**src/rtl/seg_pkg.sv**
```systemverilog
// Shared constants for the six-digit seven-segment display stage:
// digit indices, active-low glyph constants and digit-enable helper.
package seg_pkg;

  localparam int NUM_DIGITS = 6;

  localparam logic [2:0] IDX_RSEC = 3'd0;
  localparam logic [2:0] IDX_LSEC = 3'd1;
  localparam logic [2:0] IDX_RMIN = 3'd2;
  localparam logic [2:0] IDX_LMIN = 3'd3;
  localparam logic [2:0] IDX_RHR  = 3'd4;
  localparam logic [2:0] IDX_LHR  = 3'd5;

  localparam logic [6:0] SEG_BLANK = 7'h7F;
  localparam logic [6:0] SEG_DASH  = 7'h3F;
  localparam logic [5:0] AN_OFF    = 6'h3F;

  // One-hot-low digit enable; out-of-range indices light nothing.
  function automatic logic [5:0] an_onehot_low(input logic [2:0] idx);
    logic [5:0] an_v;
    case (idx)
      IDX_RSEC: an_v = 6'b111110;
      IDX_LSEC: an_v = 6'b111101;
      IDX_RMIN: an_v = 6'b111011;
      IDX_LMIN: an_v = 6'b110111;
      IDX_RHR:  an_v = 6'b101111;
      IDX_LHR:  an_v = 6'b011111;
      default:  an_v = AN_OFF;
    endcase
    return an_v;
  endfunction

endpackage

```
**src/rtl/bcd_to_seg.sv**
```systemverilog
// Combinational BCD to active-low {g,f,e,d,c,b,a} glyph decoder;
// non-decimal codes render as a dash.
module bcd_to_seg
  import seg_pkg::*;
(
  input  logic [3:0] bcd,
  output logic [6:0] seg_n
);

  // Glyph lookup
  always_comb begin
    case (bcd)
      4'd0:    seg_n = 7'h40;
      4'd1:    seg_n = 7'h79;
      4'd2:    seg_n = 7'h24;
      4'd3:    seg_n = 7'h30;
      4'd4:    seg_n = 7'h19;
      4'd5:    seg_n = 7'h12;
      4'd6:    seg_n = 7'h02;
      4'd7:    seg_n = 7'h78;
      4'd8:    seg_n = 7'h00;
      4'd9:    seg_n = 7'h10;
      default: seg_n = SEG_DASH;
    endcase
  end

endmodule

```
**src/rtl/seven_seg_scan.sv**
```systemverilog
// Six-digit common-anode multiplexed display driver with per-frame snapshot.
// Optional colon blink on the decimal points when SEG_DP_BLINK_EN is defined.
module seven_seg_scan
  import seg_pkg::*;
#(
  parameter int SCAN_DIV = 16667,
  parameter bit BLANK_LZ = 1'b1
) (
  input  logic       clk,
  input  logic       reset,
  input  logic [3:0] left_seconds_in,
  input  logic [3:0] right_seconds_in,
  input  logic [3:0] left_minutes_in,
  input  logic [3:0] right_minutes_in,
  input  logic [3:0] left_hours_in,
  input  logic [3:0] right_hours_in,
  output logic [5:0] an_n,
  output logic [6:0] seg_n,
  output logic       dp_n
);

  localparam int DIV_W = (SCAN_DIV > 1) ? $clog2(SCAN_DIV) : 1;
  localparam logic [DIV_W-1:0] DIV_LAST = DIV_W'(SCAN_DIV - 1);

  logic [DIV_W-1:0] div_cnt_r;
  logic [2:0]       digit_idx_r;
  logic [3:0]       snap_r [NUM_DIGITS];
  logic             dwell_end_s;
  logic             frame_end_s;
  logic [3:0]       cur_bcd_s;
  logic [6:0]       glyph_s;
  logic [5:0]       an_nxt_s;
  logic [6:0]       seg_nxt_s;
  logic             dp_nxt_s;
  logic [5:0]       an_n_r;
  logic [6:0]       seg_n_r;
  logic             dp_n_r;

  assign dwell_end_s = (div_cnt_r == DIV_LAST);
  assign frame_end_s = dwell_end_s && (digit_idx_r == IDX_LHR);

  // Dwell counter
  always_ff @(posedge clk or negedge reset) begin
    if (!reset) begin
      div_cnt_r <= {DIV_W{1'b0}};
    end else if (dwell_end_s) begin
      div_cnt_r <= {DIV_W{1'b0}};
    end else begin
      div_cnt_r <= div_cnt_r + DIV_W'(1);
    end
  end

  // Round-robin digit index
  always_ff @(posedge clk or negedge reset) begin
    if (!reset) begin
      digit_idx_r <= IDX_RSEC;
    end else if (dwell_end_s) begin
      digit_idx_r <= (digit_idx_r == IDX_LHR) ? IDX_RSEC : digit_idx_r + 3'd1;
    end else begin
      digit_idx_r <= digit_idx_r;
    end
  end

  // Frame snapshot, taken on the same edge the index wraps to digit 0
  always_ff @(posedge clk or negedge reset) begin
    if (!reset) begin
      for (int i = 0; i < NUM_DIGITS; i++) snap_r[i] <= 4'd0;
    end else if (frame_end_s) begin
      snap_r[IDX_RSEC] <= right_seconds_in;
      snap_r[IDX_LSEC] <= left_seconds_in;
      snap_r[IDX_RMIN] <= right_minutes_in;
      snap_r[IDX_LMIN] <= left_minutes_in;
      snap_r[IDX_RHR]  <= right_hours_in;
      snap_r[IDX_LHR]  <= left_hours_in;
    end else begin
      for (int i = 0; i < NUM_DIGITS; i++) snap_r[i] <= snap_r[i];
    end
  end

  // Select the snapped digit currently being scanned
  always_comb begin
    case (digit_idx_r)
      IDX_RSEC: cur_bcd_s = snap_r[IDX_RSEC];
      IDX_LSEC: cur_bcd_s = snap_r[IDX_LSEC];
      IDX_RMIN: cur_bcd_s = snap_r[IDX_RMIN];
      IDX_LMIN: cur_bcd_s = snap_r[IDX_LMIN];
      IDX_RHR:  cur_bcd_s = snap_r[IDX_RHR];
      IDX_LHR:  cur_bcd_s = snap_r[IDX_LHR];
      default:  cur_bcd_s = 4'd0;
    endcase
  end

  bcd_to_seg u_dec (
    .bcd   (cur_bcd_s),
    .seg_n (glyph_s)
  );

  // Digit enable and glyph, with leading-zero blanking of the tens-of-hours digit
  always_comb begin
    an_nxt_s  = an_onehot_low(digit_idx_r);
    seg_nxt_s = glyph_s;
    if (BLANK_LZ && (digit_idx_r == IDX_LHR) && (snap_r[IDX_LHR] == 4'd0)) begin
      an_nxt_s  = AN_OFF;
      seg_nxt_s = SEG_BLANK;
    end else begin
      an_nxt_s  = an_onehot_low(digit_idx_r);
      seg_nxt_s = glyph_s;
    end
  end

`ifdef SEG_DP_BLINK_EN
  logic toggle_r;

  // Colon phase flips whenever a new frame brings a different seconds digit
  always_ff @(posedge clk or negedge reset) begin
    if (!reset) begin
      toggle_r <= 1'b0;
    end else if (frame_end_s && (right_seconds_in != snap_r[IDX_RSEC])) begin
      toggle_r <= ~toggle_r;
    end else begin
      toggle_r <= toggle_r;
    end
  end

  // Decimal point lights only at the colon positions
  always_comb begin
    if ((digit_idx_r == IDX_RMIN) || (digit_idx_r == IDX_RHR)) begin
      dp_nxt_s = ~toggle_r;
    end else begin
      dp_nxt_s = 1'b1;
    end
  end
`else
  assign dp_nxt_s = 1'b1;
`endif

  // Output registers: enables and segments switch on the same edge
  always_ff @(posedge clk or negedge reset) begin
    if (!reset) begin
      an_n_r  <= AN_OFF;
      seg_n_r <= SEG_BLANK;
      dp_n_r  <= 1'b1;
    end else begin
      an_n_r  <= an_nxt_s;
      seg_n_r <= seg_nxt_s;
      dp_n_r  <= dp_nxt_s;
    end
  end

  assign an_n  = an_n_r;
  assign seg_n = seg_n_r;
  assign dp_n  = dp_n_r;

endmodule

```
**config.mk**
```make
export PLATFORM = sky130hd
export DESIGN_NAME = seven_seg_scan
export DESIGN_NICKNAME = d
export VERILOG_FILES = /design/src/rtl/seg_pkg.sv /design/src/rtl/bcd_to_seg.sv /design/src/rtl/seven_seg_scan.sv
export SDC_FILE = /design/constraint.sdc
export NUM_CORES = 1
export LEC_CHECK = 0
export BUFFER_PORTS_ARGS = -buffer_cell sky130_fd_sc_hd__buf_2
export CORE_MARGIN = 1.5
export CORE_UTILIZATION = 40
export CTS_CLUSTER_DIAMETER = 150
export DETAILED_ROUTE_END_ITERATION = 10
export HOLD_SLACK_MARGIN = 0.02
export PLACE_DENSITY_LB_ADDON = 0.1
export SLEW_MARGIN = 30
export SYNTH_ARGS = -nofsm -noshare
export SYNTH_HDL_FRONTEND = slang
export SYNTH_SLANG_ARGS = --single-unit
```
**constraint.sdc**
```tcl
create_clock -name clk -period 2.7 [get_ports clk]
set_input_delay 0.27 -clock clk [delete_from_list [all_inputs] [get_ports clk]]
set_output_delay 0.27 -clock clk [all_outputs]
set_load 0.01 [all_outputs]
```
After elaboration in Yosys (flattened, before gate mapping)

Memory sizes are Yosys's and may differ from the RTL's.
Cells that the tools add are included.

Memories: 1
Register bits: 55
Output and inout bits: 14
Memory bits (read-only): 112

Memories:

| name             | words | bits a word | rd ports | clocked after Yosys merged registers in | wr ports | RTL line         | RTL |
|---|---|---|---|---|---|---|---|
| (name not given) | 16    | 7           | 1        | 0                                       | 0        | bcd_to_seg.sv:12 | `case (bcd)` |

Eq/ne operators: 6
Add/sub/neg operators: 2
Mux-type cells: 6
Reductions and logical operators: 4

Operators by type and width:

| cell                                                | count |
|---|---|
| one-hot mux 6 bit (6 select lines)                  | 1 |
| one-hot mux 4 bit (6 select lines)                  | 1 |
| adder 15 x 1 -> 15 bit, second input constant       | 1 |
| equality test 15 bit, second input constant         | 1 |
| two-way mux 15 bit                                  | 1 |
| two-way mux 7 bit                                   | 1 |
| equality test 3 x 2 -> 1 bit, second input constant | 2 |
| equality test 3 bit, second input constant          | 2 |
| two-way mux 6 bit                                   | 1 |
| zero test 4 bit                                     | 1 |
| adder 3 x 1 -> 3 bit, second input constant         | 1 |
| equality test 3 x 1 -> 1 bit, second input constant | 1 |
| zero test 3 bit                                     | 1 |
| two-way mux 3 bit                                   | 1 |
| logical AND 1 bit                                   | 2 |

Longest topological paths before layout

An unclocked memory read counts as a cell.

Depth in word-level cells: 4
Mapped depth: 11

Modules after synthesis

Synthesis repeated with hierarchy kept, for this count alone.

Cell total of the unflattened synthesis: 237
Area, all modules: 2742.6 um^2

Modules (own cells, without submodules):

| module         | area each (um^2) | cells an instance | seq. area each (um^2) | times used |
|---|---|---|---|---|
| seven_seg_scan | 2518.7           | 206               | 1392.6                | 1 |
| bcd_to_seg     | 224.0            | 31                | 0.0                   | 1 |

Worst setup path before layout

No wires, ideal clock.

Kind: register to register
From: register digit_idx_r[2]
To: register seg_n_r[4], in the netlist seg_n[4]
Library setup time: 0.086 ns
Period minus slack after synthesis: 2.316 ns
Data required time: 2.614 ns
Path buffers: 2
Stages on the path, launching flop included: 10
Arrival time: 2.230 ns
Slack: 0.384 ns
Cell sequence: dfrtp_1 buf_6 clkbuf_1 inv_1 ha_1 a22o_1 o31ai_2 ha_1 a211oi_1 o41a_1

Word-level cells in the longest chain between the ends: 4

Ends and longest elaborated chain:

| item                                              | RTL line                                    | RTL |
|---|---|---|
| start, declared                                   | seven_seg_scan.sv:26                        | `logic [2:0] digit_idx_r;` |
| start signal, assigned                            | seven_seg_scan.sv:58                        | `digit_idx_r <= (digit_idx_r == IDX_LHR) ? IDX_RSEC : digit_idx_r + 3'd1;` |
| start signal, assigned                            | seven_seg_scan.sv:60                        | `digit_idx_r <= digit_idx_r;` |
| equality test 3 bit, or another cell as far along | seven_seg_scan.sv:82, seven_seg_scan.sv:102 |  |
| one-hot mux 4 bit (6 select lines)                | seven_seg_scan.sv:82                        | `case (digit_idx_r)` |
| memory (16 x 7 bit)                               | n/a                                         |  |
| two-way mux 7 bit *                               | seven_seg_scan.sv:102                       | `if (BLANK_LZ && (digit_idx_r == IDX_LHR) && (snap_r[IDX_LHR] == 4'd0)) begin` |
| named net seg_nxt_s[4]                            | seven_seg_scan.sv:33                        | `logic [6:0] seg_nxt_s;` |
| end signal, assigned                              | seven_seg_scan.sv:145                       | `seg_n_r <= seg_nxt_s;` |
| end, declared                                     | seven_seg_scan.sv:36                        | `logic [6:0] seg_n_r;` |

The timed path passes the listed nets; every way through them passes the cells marked *.
A chain may end at the register's enable or synchronous reset.

Worst setup path in the final report

Same ends and word-level chain as after synthesis.

==> impl_metrics.csv <==
group,metric,value,unit
power_and_ir_drop,powerDensity,446,mW/mm^2
power_and_ir_drop,internal_power,1050,uW
floorplanning,die_area,0.00706,sq mm
cells_and_area,syn_to_final_growth,15.0,%
logic_synthesis,seq_area_frac_synth,0.530,
cells_and_area,final_cell_mix,"dfrtp_1 (42), buf_2 (37), mux2_2 (25), nor2_1 (15), nand2_1 (14)",
setup_path,cp_data_required_time,2.94,ns
detailed_routing,vias_per_cell,5.13,
logic_synthesis,syn_area_per_cell,11.7,sq um
power_and_ir_drop,switchingPower,297,uW
setup_path,cp.arrival,2.57,ns
power_and_ir_drop,p_leak,0.00139,uW
logic_synthesis,synth_seq_cells,55,
cells_and_area,instances_no_fill,344,
timing,relSlewSlack,0.580,
power_and_ir_drop,p_seq_frac,0.612,
detailed_routing,vias,1763,
clock_network,h-tree-depth,2,
placement,dp_cells,335,
global_route,antenna_found_initial,0,
timing,worstMarginPinSlew,0.623,ns
timing,max_freq,429,MHz
logic_synthesis,yosys_warnings,0,
floorplanning,die_h,84.1,microns
cells_and_area,drive_gt1_frac,0.345,
power_and_ir_drop,power_frac_clock,0.361,
clock_network,clk_pin_slew,0.10,ns
clock_network,clk_latency,0.31,ns
detailed_routing,ant_nets,0,
detailed_routing,drc,0,
global_route,overflow,0,
setup_path,crit_type,"register to register",
logic_synthesis,ys.flop_type,"dfrtp_1",
power_and_ir_drop,combPwrFrac,0.027,
logic_synthesis,synth_area,0.00263,sq mm
global_route,grt_usage,0.161,
clock_network,cts_tree,"done",
floorplanning,coreArea,0.00635,sq mm
floorplanning,io_pins,40,
clock_network,cts_resized,0,
cells_and_area,layout_commonest_cell,"dfrtp_1",
cells_and_area,nNetsFinal,301,
clock_network,cts_made_buffers,5,
timing,finalHoldViolCount,0,
detailed_routing,dr.pass1.iters,4,
floorplanning,initial_core_util,0.414,
hold_path,hp-class,"primary input to register",
logic_synthesis,synth_cell_types,42,
logic_synthesis,syn_nets,259,
timing,rsz0062_at_grt,"false",
floorplanning,rows,29,
setup_path,end_kind,"register",
detailed_routing,wl_per_cell,14.6,microns
logic_synthesis,syn_inst,224,
timing,maxSlewViolCount,0,
clock_network,clock-sinks,55,
timing,fin_crit_sh,0.863,
timing,skew,0.00817,ns
cells_and_area,n_antenna_cell,0,
hold_path,whs_path_depth,2,
timing,fin_crit,2.33,ns
clock_network,ctsHoldBuffers,1,
detailed_routing,drt_iter0_markers,59,
power_and_ir_drop,switching_share,0.221,
power_and_ir_drop,ir_worst_vdd,0.187,mV
global_route,grt_pass1_vias,1814,
clock_network,post-cts-setup-buffers,0,
run,cap_violations,0,
placement,gp_congestion,0.826,
logic_synthesis,ys_async_sr_fraction,1.00,
timing,tns,0,ns
global_route,grt_max_degree,46,
floorplanning,fp.dieW,84.1,microns
timing,final-setup-viol-count,0,
setup_path,cp_max_fo,10,
placement,portBuffers,38,
setup_path,rr_worst_depth,7,
logic_synthesis,synth_edf_count,0,
clock_network,cts-root-buf,"clkbuf_8",
placement,dp_hpwl,3710,microns
setup_path,start_kind,"register",
detailed_routing,wirelength,5030,microns
clock_network,cts_max_path_buffers,2,
global_route,grt_pass1_wl,9070,microns
run_status,status,"finished, final reports clean",
## stage by stage
step / setup slack [ns] / hold WS (ns) / utilization / instance area (sq um) / total power [uW]
2_1_floorplan: 0.384 / -0.0256 / - / 2630 / 842
3_3_place_gp: 0.498 / 0.479 / 0.458 / 2910 / 876
3_5_place_dp: 0.426 / 0.308 / 0.459 / 2910 / 877
4_1_cts: 0.397 / 0.173 / 0.476 / 3020 / 1370
5_1_grt: 0.162 / 0.167 / 0.476 / 3020 / 1410
6_report: 0.371 / 0.181 / 0.476 / 3020 / 1350
## power by group through the flow
stage	clock network, uW	logic, uW	registers (uW)
floorplan	0	1.97	840
global placement	0	36.7	840
detailed placement	0	37.8	840
CTS	505	39.0	824
global route	542	43.4	825
finish	486	36.8	824
## final timing paths
kind / from / to / slack, ns
worst max-delay path: digit_idx_r[2]$_DFFE_PN0N_ / seg_n[4]$_DFF_PN1_ / 0.37
worst min-delay path: right_minutes_in[1] / snap_r[13]$_DFFE_PN0P_ / 0.18
worst max register to register: digit_idx_r[2]$_DFFE_PN0N_ / seg_n[4]$_DFF_PN1_ / 0.37
worst min register to register: div_cnt_r[0]$_DFF_PN0_ / div_cnt_r[0]$_DFF_PN0_ / 0.49
max in group asynchronous: reset / an_n[5]$_DFF_PN1_ / 1.61
min in group asynchronous: reset / div_cnt_r[12]$_DFF_PN0_ / 0.49
## flip-flops by register name (all words and copies together), names as in the netlist
| name | flops |
|---|---|
| snap_r | 24 |
| div_cnt_r | 15 |
| seg_n | 7 |
| an_n | 6 |
| digit_idx_r | 3 |
## worst max-delay path, stage by stage (launching register included)
cell and delay, ns:
dfrtp_1 0.52, inv_1 0.15, ha_1 0.27, a22o_1 0.23
o31ai_2 0.46, ha_1 0.26, a211oi_1 0.06, o41a_1 0.31
## final cells by class
| type | count | area, sq um |
|---|---|---|
| clock inverters | 2 | 16.3 |
| repair buffers | 46 | 268 |
| inverters | 6 | 22.5 |
| clock buffers | 6 | 82.6 |
| fillers | 600 | 3330 |
| well taps | 77 | 96.3 |
| multi-input cells | 152 | 1140 |
| flip-flops and latches | 55 | 1390 |
## logic make-up (layout without fill, tap and decap cells)
| group | count (synthesis) | in the layout | synth area share |
|---|---|---|---|
| AO/OA/AOI/OAI | 29 | 29 | 0.0781 |
| XOR/XNOR | 13 | 13 | 0.0433 |
| adder cells (fa/ha/maj) | 9 | 9 | 0.0429 |
| buffers and inverters | 17 | 60 | 0.0348 |
| flip-flops | 55 | 55 | 0.530 |
| multiplexers | 30 | 30 | 0.126 |
| other | 1 | 1 | 0.00143 |
| AND/OR/NAND/NOR | 70 | 70 | 0.143 |
## per-layer routing
layer	share of wire	vias up	GRT usage
met3	0.041	6	0.0376
met2	0.45	42	0.244
met4	0.011	0	0.0492
li1	-	873	-
met1	0.50	842	0.229
met5	0	-	0
## cell usage after synthesis, drive strengths merged (2+ instances only)
master  count  share of area
dfrtp      42           0.40
mux2       25           0.11
nor2       15          0.021
nand2      14          0.020
dfstp      13           0.13
xnor2      10          0.033
ha          9          0.043
buf         8          0.022
nand3       7          0.013
a21oi       6          0.011
inv         6         0.0086
nand4       6          0.014
and2        5          0.012
mux2i       5          0.019
nand3b      5          0.014
o21ai       5         0.0095
nor3        4         0.0076
o31ai       4          0.013
clkbuf      3         0.0043
nor4        3         0.0071
nor4b       3          0.010
o211ai      3         0.0086
xor2        3          0.010
a21o        2         0.0057
a22o        2         0.0067
a31oi       2         0.0048
nor2b       2         0.0048
Note: power is estimated with default switching activity, not from simulation.
